$ cat src/rtl/timer_bank.sv
// timer_bank: three independent prescaled interval timers.
// Each channel runs while its start level is high, pulses its
// interrupt once at the programmed period, then parks until
// start is released.
// Ports:
//   clock_in, reset_in            clock, sync active-high reset
//   t0/t1/t2_start_in             per-channel run levels
//   period_wr_in, period_sel_in,
//   period_data_in                runtime period write port
//   t0/t1/t2_int_out              one-cycle expiry pulses
//   busy_out[2:0]                 channel n in RUN
module timer_bank #(
   parameter int CNT_W     = 16,
   parameter int DIV       = 1000,
   parameter int T0_PERIOD = 500,
   parameter int T1_PERIOD = 500,
   parameter int T2_PERIOD = 2000
) (
   input  logic             clock_in,
   input  logic             reset_in,
   input  logic             t0_start_in,
   input  logic             t1_start_in,
   input  logic             t2_start_in,
   input  logic             period_wr_in,
   input  logic [1:0]       period_sel_in,
   input  logic [CNT_W-1:0] period_data_in,
   output logic             t0_int_out,
   output logic             t1_int_out,
   output logic             t2_int_out,
   output logic [2:0]       busy_out
);

   localparam int DIV_E = (DIV < 1) ? 1 : DIV;
   localparam int PRE_W = (DIV_E > 1) ? $clog2(DIV_E) : 1;
   localparam logic [PRE_W-1:0] PRE_MAX = PRE_W'(DIV_E - 1);

   typedef enum logic [1:0] {
      IDLE,
      RUN,
      DONE
   } state_t;

   logic [2:0] w_start;
   logic [2:0] w_int;
   logic [2:0] w_busy;

   assign w_start = {t2_start_in, t1_start_in, t0_start_in};

   for (genvar g = 0; g < 3; g++) begin : g_ch
      localparam logic [CNT_W-1:0] P_RST =
         CNT_W'((g == 0) ? T0_PERIOD :
                (g == 1) ? T1_PERIOD : T2_PERIOD);

      state_t           r_state;
      state_t           w_state_nx;
      logic [PRE_W-1:0] r_pre;
      logic [PRE_W-1:0] w_pre_nx;
      logic [CNT_W-1:0] r_cnt;
      logic [CNT_W-1:0] w_cnt_nx;
      logic [CNT_W-1:0] r_ap;
      logic [CNT_W-1:0] w_ap_nx;
      logic [CNT_W-1:0] r_period;
      logic             r_int;
      logic             w_int_nx;
      logic             w_wr;
      logic             w_tick;
      logic             w_last;
      logic [CNT_W-1:0] w_ap_cur;

      assign w_wr = period_wr_in &&
                    (period_sel_in == 2'(g));

      // The entry edge already counts as the first prescaler
      // step, so it uses the period register value directly;
      // a zero period runs as one tick.
      assign w_ap_cur =
         (r_state != IDLE) ? r_ap :
         (r_period == '0)  ? CNT_W'(1) : r_period;

      assign w_tick = (r_pre == PRE_MAX);
      assign w_last = w_tick &&
                      (r_cnt == w_ap_cur - 1'b1);

      always_comb begin
         w_state_nx = r_state;
         w_pre_nx   = r_pre;
         w_cnt_nx   = r_cnt;
         w_ap_nx    = r_ap;
         w_int_nx   = 1'b0;
         unique case (r_state)
            IDLE, RUN: begin
               if (!w_start[g]) begin
                  w_state_nx = IDLE;
                  w_pre_nx   = '0;
                  w_cnt_nx   = '0;
               end else begin
                  w_ap_nx = w_ap_cur;
                  if (w_last) begin
                     w_state_nx = DONE;
                     w_int_nx   = 1'b1;
                     w_pre_nx   = '0;
                     w_cnt_nx   = '0;
                  end else if (w_tick) begin
                     w_state_nx = RUN;
                     w_pre_nx   = '0;
                     w_cnt_nx   = r_cnt + 1'b1;
                  end else begin
                     w_state_nx = RUN;
                     w_pre_nx   = r_pre + 1'b1;
                  end
               end
            end
            DONE: begin
               if (!w_start[g]) begin
                  w_state_nx = IDLE;
               end
            end
            default: begin
               w_state_nx = IDLE;
            end
         endcase
      end

      always_ff @(posedge clock_in) begin
         if (reset_in) begin
            r_state  <= IDLE;
            r_pre    <= '0;
            r_cnt    <= '0;
            r_ap     <= '0;
            r_int    <= 1'b0;
            r_period <= P_RST;
         end else begin
            r_state <= w_state_nx;
            r_pre   <= w_pre_nx;
            r_cnt   <= w_cnt_nx;
            r_ap    <= w_ap_nx;
            r_int   <= w_int_nx;
            if (w_wr) begin
               r_period <= period_data_in;
            end
         end
      end

      assign w_int[g]  = r_int;
      assign w_busy[g] = (r_state == RUN);
   end

   assign t0_int_out = w_int[0];
   assign t1_int_out = w_int[1];
   assign t2_int_out = w_int[2];
   assign busy_out   = w_busy;

endmodule

$ cat config.mk
export PLATFORM = sky130hd
export DESIGN_NAME = timer_bank
export DESIGN_NICKNAME = d
export VERILOG_FILES = /design/src/rtl/timer_bank.sv
export SDC_FILE = /design/constraint.sdc
export NUM_CORES = 1
export LEC_CHECK = 0
export CAP_MARGIN = 30
export CORE_MARGIN = 5
export CORE_UTILIZATION = 40
export CTS_BUF_LIST = sky130_fd_sc_hd__clkbuf_8
export CTS_CLUSTER_SIZE = 20
export DETAILED_ROUTE_END_ITERATION = 6
export GPL_ROUTABILITY_DRIVEN = 0
export PLACE_DENSITY = 0.58
export SLEW_MARGIN = 10
export SYNTH_ARGS = -nofsm -noshare
export SYNTH_HDL_FRONTEND = slang
export SYNTH_SLANG_ARGS = --single-unit
$ cat constraint.sdc
create_clock -name clock_in -period 6.7 [get_ports clock_in]
set_input_delay 1.34 -clock clock_in [delete_from_list [all_inputs] [get_ports clock_in]]
set_output_delay 1.34 -clock clock_in [all_outputs]
set_load 0.05 [all_outputs]
# Yosys cells after proc, flatten, opt, wreduce, memory -nomap -nowiden
# Index checks and enable logic that the tools add are counted.
[totals]
register_bits = 183
elab_cells = 120
inputBits = 24
[classes]
bitwise_logic = 6
n_addsub = 9
eq_ne = 20
mux = 39
n_reduce_logical = 28
[ops]
columns = ["operator", "count"]
rows = [
  ["$mux W16", 15],
  ["$mux W10", 9],
  ["$add A16 B1 Y16 const B", 3],
  ["$eq A16 B16 Y1", 3],
  ["$logic_not A16 Y1", 3],
  ["$sub A16 B1 Y16 const B", 3],
  ["$add A10 B1 Y10 const B", 3],
  ["$eq A10 B10 Y1 const B", 3],
  ["$mux W2", 9],
  ["$pmux W2 S2", 3],
  ["$reduce_and A2 Y1", 6],
  ["$ne A3 B1 Y1 const B", 3],
  ["$reduce_or A3 Y1", 3],
  ["$eq A2 B1 Y1 const B", 4],
  ["$eq A2 B2 Y1 const B", 4],
  ["$logic_not A2 Y1", 4],
  ["$logic_and A1 B1 Y1", 6],
  ["$ne A2 B2 Y1 const B", 3],
  ["$not A1 Y1", 6],
  ["$reduce_bool A2 Y1", 3],
  ["$reduce_or A2 Y1", 3],
  ["$mux W1", 3],
]

# Longest topological paths before layout
# Gate-level depths: netlist of run 1.
[depth]
word_depth = 9
mapped_depth = 17
ltp_nobuf = 13

# Least setup slack after synthesis of run 1
# OpenSTA, ideal clock, no wires.
[synth_path]
path_type = "reg-to-reg"
from = "reg g_ch[2].r_state[0]"
to = "reg g_ch[2].r_cnt[11]"
t_arrival_ns = 3.174
setup_slack_ns = 3.411
stages_incl_launch_ff = 15
required_time_ns = 6.585
setup_time_ns = 0.115
cell_sequence = "dfxtp_1 -> buf_4 -> nor2_1 -> buf_2 -> buf_2 -> o21ai_0 -> o22a_1 -> ha_1 -> xnor2_1 -> nor4_1 -> nand4_1 -> or4_4 -> a21oi_4 -> buf_6 -> nor2_1"
[synth_via]
elab_chain_cells = 7
elab_cells_between_ends = 12
[synth_rtl]
columns = ["item", "line_no", "source"]
rows = [
  ["from (decl)", "54", "state_t r_state;"],
  ["from (signal assigned)", "133", "r_state <= w_state_nx;"],
  ["$reduce_bool A2 Y1", "77", "(r_state != IDLE) ? r_ap :"],
  ["$mux W16", "77", ""],
  ["$sub A16 B1 Y16", "82", "(r_cnt == w_ap_cur - 1'b1);"],
  ["$eq A16 B16 Y1", "82", ""],
  ["$logic_and A1 B1 Y1", "81", "assign w_last = w_tick &&"],
  ["$ne A3 B1 Y1 (no line) / $mux W16 (equally long branches)", "-", ""],
  ["$reduce_and A2 Y1 (no line) / $mux W16 (equally long branches)", "-", ""],
  ["to (signal assigned)", "135", "r_cnt <= w_cnt_nx;"],
  ["to (decl)", "58", "logic [CNT_W-1:0] r_cnt;"],
]
# Several ways; a longest one is shown, not always the timed one.
# A chain may end at the register's enable or synchronous reset.

# Worst setup path in the final report of run 1
[layout_path]
from = "reg g_ch[1].r_state[1]"
to = "reg g_ch[1].r_cnt[8]"
[layout_via]
elab_chain_cells = 7
elab_cells_between_ends = 12
[layout_rtl]
columns = ["item", "line_no"]
rows = [
  ["from (decl)", "54"],
  ["from (signal assigned)", "133"],
  ["$reduce_bool A2 Y1", "77"],
  ["$mux W16", "77"],
  ["$sub A16 B1 Y16", "82"],
  ["$eq A16 B16 Y1", "82"],
  ["$logic_and A1 B1 Y1", "81"],
  ["$ne A3 B1 Y1 (no line) / $mux W16 (equally long branches)", "-"],
  ["$reduce_and A2 Y1 (no line) / $mux W16 (equally long branches)", "-"],
  ["to (signal assigned)", "135"],
  ["to (decl)", "58"],
]
# Several ways; a longest one is shown, not always the timed one.

==> qor.yml, run 1 <==
status: "finished, final reports clean"
ctsResizeCount: 0
yosysTopAreaCell: "dfxtp_1"
multi_input_area_um2: 5870
rows: 57
seq_area_frac_synth: 0.371
end_kind: "flip-flop"
worstSetupStartpointType: "flip-flop"
netlist_area_um2: 9870
cts_sinks: 183
synth_nets: 1268
synth.top_cells.by_area: "dfxtp_1 (37%), nand2_1 (8.6%), xnor2_1 (6.0%)"
finalCoreUtilization: 0.442
layout_common_cells: "nand2_1 (227), dfxtp_1 (183), nor2_1 (114)"
power_mw: 2.20
cts_root_buf: "clkbuf_8"
vias: 8373
worst_pin_slew_ns: 0.762
io_pins: 30
dieArea_um2: 27900
power.internal_mw: 1.57
hold_class: "reg2reg"
grt_pass1_vias: 7745
portBuffers: 29
antenna_found_initial: 0
synthFlopType: "dfxtp_1"
slew_headroom: 0.491
cts_buffers: 17
cts_htree_levels: 4
maxSlewViolCount: 0
critPathKind: "reg2reg"
drtAntennaViolNets: 0
fillers: 2464
area_growth_pct: 9.06
crit_path_cell_trace: "or2_1 -> buf_8 -> mux2_2 -> nor4_1 -> nand4_1 -> xnor2_1 -> o21ai_0 -> or4_1 -> nand3_1 -> o21ai_0"
crit_fanout: 21
irDropWorstVdd_mv: 0.140
p_comb_frac: 0.118
power_density_nw_per_um2: 204
dp.cells: 1527
holdWs_ns: 0.468
cts_max_path_buffers: 2
vias_per_cell: 5.36
finalCritPeriodShare: 0.632
start_util: 0.406
drc: 0
dpl_cell_area_um2: 10300
final_nets: 1259
grt_max_degree: 70
yosysWarnings: 0
syn_avg_cell_area_um2: 7.99
pre_cts_ws_ns: 2.38
slowest_stage: "dfxtp_1"
coreArea_um2: 24300
netlist_instances: 1235
grt_pass1_wl_mm: 40.2
die_h_um: 167
drive_gt1_frac: 0.0541
final_common_cell: "nand2_1"
cts_tree: "done"
tns_ns: 0
p_leak_nw: 3.74
routedWlPerCell_um: 15.5
rsz0062_at_grt: "false"
grt_overflow: 0
seq_area_um2: 3660
grt_usage: 0.172
design_area_um2: 10800
synth_top_area_frac: 0.371
yosys.cell_types.count: 72
setup_violations: 0
hold_viol_final: 0
p_seq_frac: 0.525
fin_cells: 1563
antenna_cells: 0
fin_crit_ns: 4.24
clock-skew-final_ns: 0.0189
drt_iter0_drc: 504
synth-seq-cells: 183
crit_required_ns: 7.05
maxCapViolations: 0
cp_common_cell: "o21ai_0"
cp.arrival_ns: 4.59
p_sw_mw: 0.623
die_w_um: 167
setup_ws_ns: 2.47
switching_share: 0.284
p_clk_frac: 0.357
fmax_mhz: 236
dp_hpwl_mm: 17.7
path_clk_slew_ns: 0.11
cts_hold_buf: 0
synth_edf_count: 0
first_pass_iters: 5
slowest_delay_ns: 0.82
drt-total-wl_mm: 24.2
clk_latency_ns: 0.48
post_cts_buffers: 0
async_reset_ff_frac: 0
[registers in the layout, summed over array words and instances, names as in the netlist]
register       flops
g_ch.r_state       6
t1_int_out         1
g_ch.r_cnt        48
t2_int_out         1
g_ch.r_period     48
g_ch.r_ap         48
t0_int_out         1
g_ch.r_pre        30
[metal layers]
metal	vias to the layer above	global-route usage	wire, um
met1	3915	0.236	11900
met3	36	0.0275	713
met2	122	0.278	11100
li1	4300	-	-
met5	-	0	0
met4	0	0.0551	459
[power groups by stage]
stage	Combinational, mW	Clock (mW)	Sequential, mW
2_1_floorplan	0.199	0	1.16
5_1_grt	0.291	0.859	1.16
6_report	0.260	0.783	1.15
3_5_place_dp	0.259	0	1.18
4_1_cts	0.260	0.814	1.15
3_3_place_gp	0.255	0	1.18
[area by class of cell]
| class | instances | area share |
|---|---|---|
| clock inverter | 14 | 0.0147 |
| tap | 324 | 0.0377 |
| timing repair buffer | 38 | 0.0344 |
| clock buffer | 18 | 0.0230 |
| inverter | 12 | 0.00419 |
| multi-input combinational | 974 | 0.546 |
| sequential | 183 | 0.341 |
[path summary, 6_finish.rpt]
check | from | endpoint | slack, ns | cells past startpoint
max | g_ch[1].r_state[1] | g_ch[1].r_cnt[8] | 2.47 | 10
min | g_ch[2].r_ap[15] | g_ch[2].r_ap[15] | 0.47 | 2
max reg2reg | g_ch[1].r_state[1] | g_ch[1].r_cnt[8] | 2.47 | 10
min reg2reg | g_ch[2].r_ap[15] | g_ch[2].r_ap[15] | 0.47 | 2
[critical path, delay by kind of cell, from the launching register on]
kind	cells	cell delay (ns)
AO/OA/AOI/OAI	2	0.27
XOR/XNOR	1	0.17
buffers and inverters	1	0.23
flip-flops	1	0.82
multiplexers	1	0.38
AND/OR/NAND/NOR	5	2.24
[kinds of logic (layout without fill, tap and decap cells)]
family / after synthesis / count (layout) / share of synthesized area
AND/OR/NAND/NOR: 588 / 588 / 0.291
AO/OA/AOI/OAI: 201 / 201 / 0.128
flip-flops: 183 / 183 / 0.371
XOR/XNOR: 122 / 122 / 0.108
buffers and inverters: 78 / 82 / 0.0345
multiplexers: 54 / 54 / 0.0552
adder cells (fa/ha/maj): 9 / 9 / 0.0114
[Yosys cell counts (4+ instances only)]
cell type,number
nor4_1,30
nor3_1,38
a311oi_1,4
and3b_1,4
o21ai_0,28
nor2b_1,19
a31oi_1,8
or2_2,6
nor3b_1,7
nor2_1,115
nand3_1,26
a211oi_1,13
buf_1,6
nand4b_1,7
and2_1,10
buf_2,11
xor2_1,54
mux2i_1,51
nand2b_1,5
dfxtp_1,183
xnor2_1,68
o22ai_1,9
clkbuf_1,43
nand2_1,227
or4_1,6
a22oi_1,6
nand3b_1,22
inv_1,12
or3_1,9
and3_1,17
ha_1,9
a21oi_1,94
nand4_1,23
Power figures use the tool's default switching activity.
==> inputs of run 2 (changes only) <==
==> constraint.sdc (replaced) <==
create_clock -name clock_in -period 4.2 [get_ports clock_in]
set_input_delay 0.84 -clock clock_in [delete_from_list [all_inputs] [get_ports clock_in]]
set_output_delay 0.84 -clock clock_in [all_outputs]
set_load 0.05 [all_outputs]
==> run 2 against run 1 <==
Non-clock buffer count is 8 higher. Fmax increased by 16%. Final cell count rose by 0.51%. Sequential share of layout area down 0.059 points. Worst setup slack worse by 1.9 ns. Combinational power grew 62%. Worst hold slack lost 0.0020 ns. Core utilization rose by 0.077 points. Critical path type unchanged. Largest cell class unchanged. Largest power group unchanged. Highest routed layer unchanged.
==> qor.yml, run 2 (synthesis gave the netlist of run 1 again) <==
status: "finished, final reports clean"
portBuffers: 29  # unchanged
antenna_found_initial: 0  # unchanged
finalCritPeriodShare: 0.872  # +0.240
maxSlewViolCount: 0  # unchanged
area_growth_pct: 9.25
p_leak_nw: 3.77  # +0.72%
power_mw: 3.43  # +56%
die_h_um: 167  # unchanged
switching_share: 0.291  # +0.00727
ctsResizeCount: 0  # unchanged
coreArea_um2: 24300  # unchanged
grt_pass1_vias: 7975  # +3.0%
final_nets: 1267  # +0.64%
layout_common_cells: "nand2_1 (227), dfxtp_1 (183), nor2_1 (114)"
rsz0062_at_grt: "false"
fin_cells: 1571  # +0.51%
path_clk_slew_ns: 0.11  # about the same
vias_per_cell: 5.37  # +0.32%
cp.arrival_ns: 4.01  # -0.58 ns
pre_cts_ws_ns: 0.556  # -1.82 ns
dp.cells: 1536  # +0.59%
cts_tree: "done"
drc: 0  # unchanged
min_from: "g_ch[1].r_ap[15]"
r2r_cells: 11  # +1
dp_hpwl_mm: 18.1  # +2.3%
p_clk_frac: 0.341  # -0.016
slew_headroom: 0.503  # +0.0118
grt_usage: 0.176  # +0.00399
drtAntennaViolNets: 0  # unchanged
design_area_um2: 10800  # +0.17%
tns_ns: 0  # unchanged
final_common_cell: "nand2_1"
setup_violations: 0  # unchanged
cts_max_path_buffers: 2  # unchanged
crit_required_ns: 4.54  # -2.51 ns
r2r_start: "g_ch[2].r_state[0]"
hold_class: "reg2reg"
drt_iter0_drc: 611  # +21%
setup_ws_ns: 0.537  # -1.93 ns
cts_root_buf: "clkbuf_8"
p_sw_mw: 0.998  # +60%
p_seq_frac: 0.536  # +0.011
io_pins: 30  # unchanged
crit_fanout: 13  # -38%
hold_viol_final: 0  # unchanged
p_comb_frac: 0.123  # +0.005
fin_crit_ns: 3.66  # -0.572 ns
worstSetupStartpointType: "flip-flop"
worst_pin_slew_ns: 0.745  # -0.0171 ns
routedWlPerCell_um: 15.8  # +2.1%
reg2reg_to: "g_ch[2].r_cnt[6]"
grt_overflow: 0  # unchanged
multi_input_area_um2: 5870  # unchanged
drive_gt1_frac: 0.0585  # +0.00446
maxCapViolations: 0  # unchanged
dieArea_um2: 27900  # unchanged
cts_htree_levels: 4  # unchanged
holdWs_ns: 0.466  # -0.00197 ns
cts_hold_buf: 0  # unchanged
biggestRegsByFlops: "g_ch.r_ap x48, g_ch.r_cnt x48, g_ch.r_period x48"
dpl_cell_area_um2: 10400  # +0.58%
antenna_cells: 0  # unchanged
die_w_um: 167  # unchanged
end_kind: "flip-flop"
post_cts_buffers: 0  # unchanged
power_density_nw_per_um2: 318  # +56%
irDropWorstVdd_mv: 0.211  # +51%
clock-skew-final_ns: 0.0167  # -0.00226 ns
grt_pass1_wl_mm: 41.4  # +2.8%
critPathKind: "reg2reg"
r2r_slack_ns: 0.54  # -1.93 ns
power.internal_mw: 2.43  # +55%
seq_area_um2: 3660  # unchanged
grt_max_degree: 55  # -21%
clk_latency_ns: 0.46  # -0.02 ns
fillers: 2496  # +1.3%
start_util: 0.406  # unchanged
rows: 57  # unchanged
first_pass_iters: 6  # +1
crit_path_start: "g_ch[2].r_state[0]"
fmax_mhz: 273  # +16%
cts_buffers: 17  # unchanged
cts_sinks: 183  # unchanged
endpoint: "g_ch[2].r_cnt[6]"
vias: 8443  # +0.84%
drt-total-wl_mm: 24.8  # +2.6%
finalCoreUtilization: 0.443  # +0.000771
## run 2: how the worst min path moves through the flow
stage,to,slack (ns),cells after the start
floorplan,g_ch[0].r_ap[13],0.44,2
global placement,g_ch[0].r_ap[13],0.45,2
detailed placement,g_ch[2].r_ap[15],0.45,2
CTS,g_ch[2].r_ap[15],0.46,2
global route,g_ch[2].r_ap[8],0.50,2
finish,g_ch[1].r_ap[15],0.47,2
## run 2: area by class of cell
cell class	count	share of cell area
sequential	183	0.340
tap	324	0.0376
timing repair buffer	46	0.0385
clock buffer	17	0.0217
clock inverter	15	0.0135
multi-input combinational	974	0.545
inverter	12	0.00418
## run 2: power groups by stage
stage / Clock, mW / Combinational (mW) / Sequential, mW
final: 1.17 / 0.422 / 1.84
after CTS: 1.21 / 0.421 / 1.84
after global routing: 1.28 / 0.468 / 1.85
after global placement: 0 / 0.418 / 1.88
after floorplan: 0 / 0.317 / 1.85
after detailed placement: 0 / 0.420 / 1.88
## run 2: per-layer routing
layer,vias up,part of all wire,track usage
li1,4316,-,-
met1,3975,0.49,0.244
met2,128,0.47,0.288
met3,24,0.032,0.0284
met4,0,0.015,0.0455
met5,-,0,0
## run 2: critical path: stages (launching register included)
cell,delay (ns)
dfxtp_1,0.43
or2_1,0.42
nor2_1,0.22
o22a_1,0.30
ha_1,0.31
o21ai_0,0.14
or4_1,0.47
o21ai_1,0.18
nand4_1,0.11
or4_4,0.48
a21oi_4,0.38
nor2_1,0.09
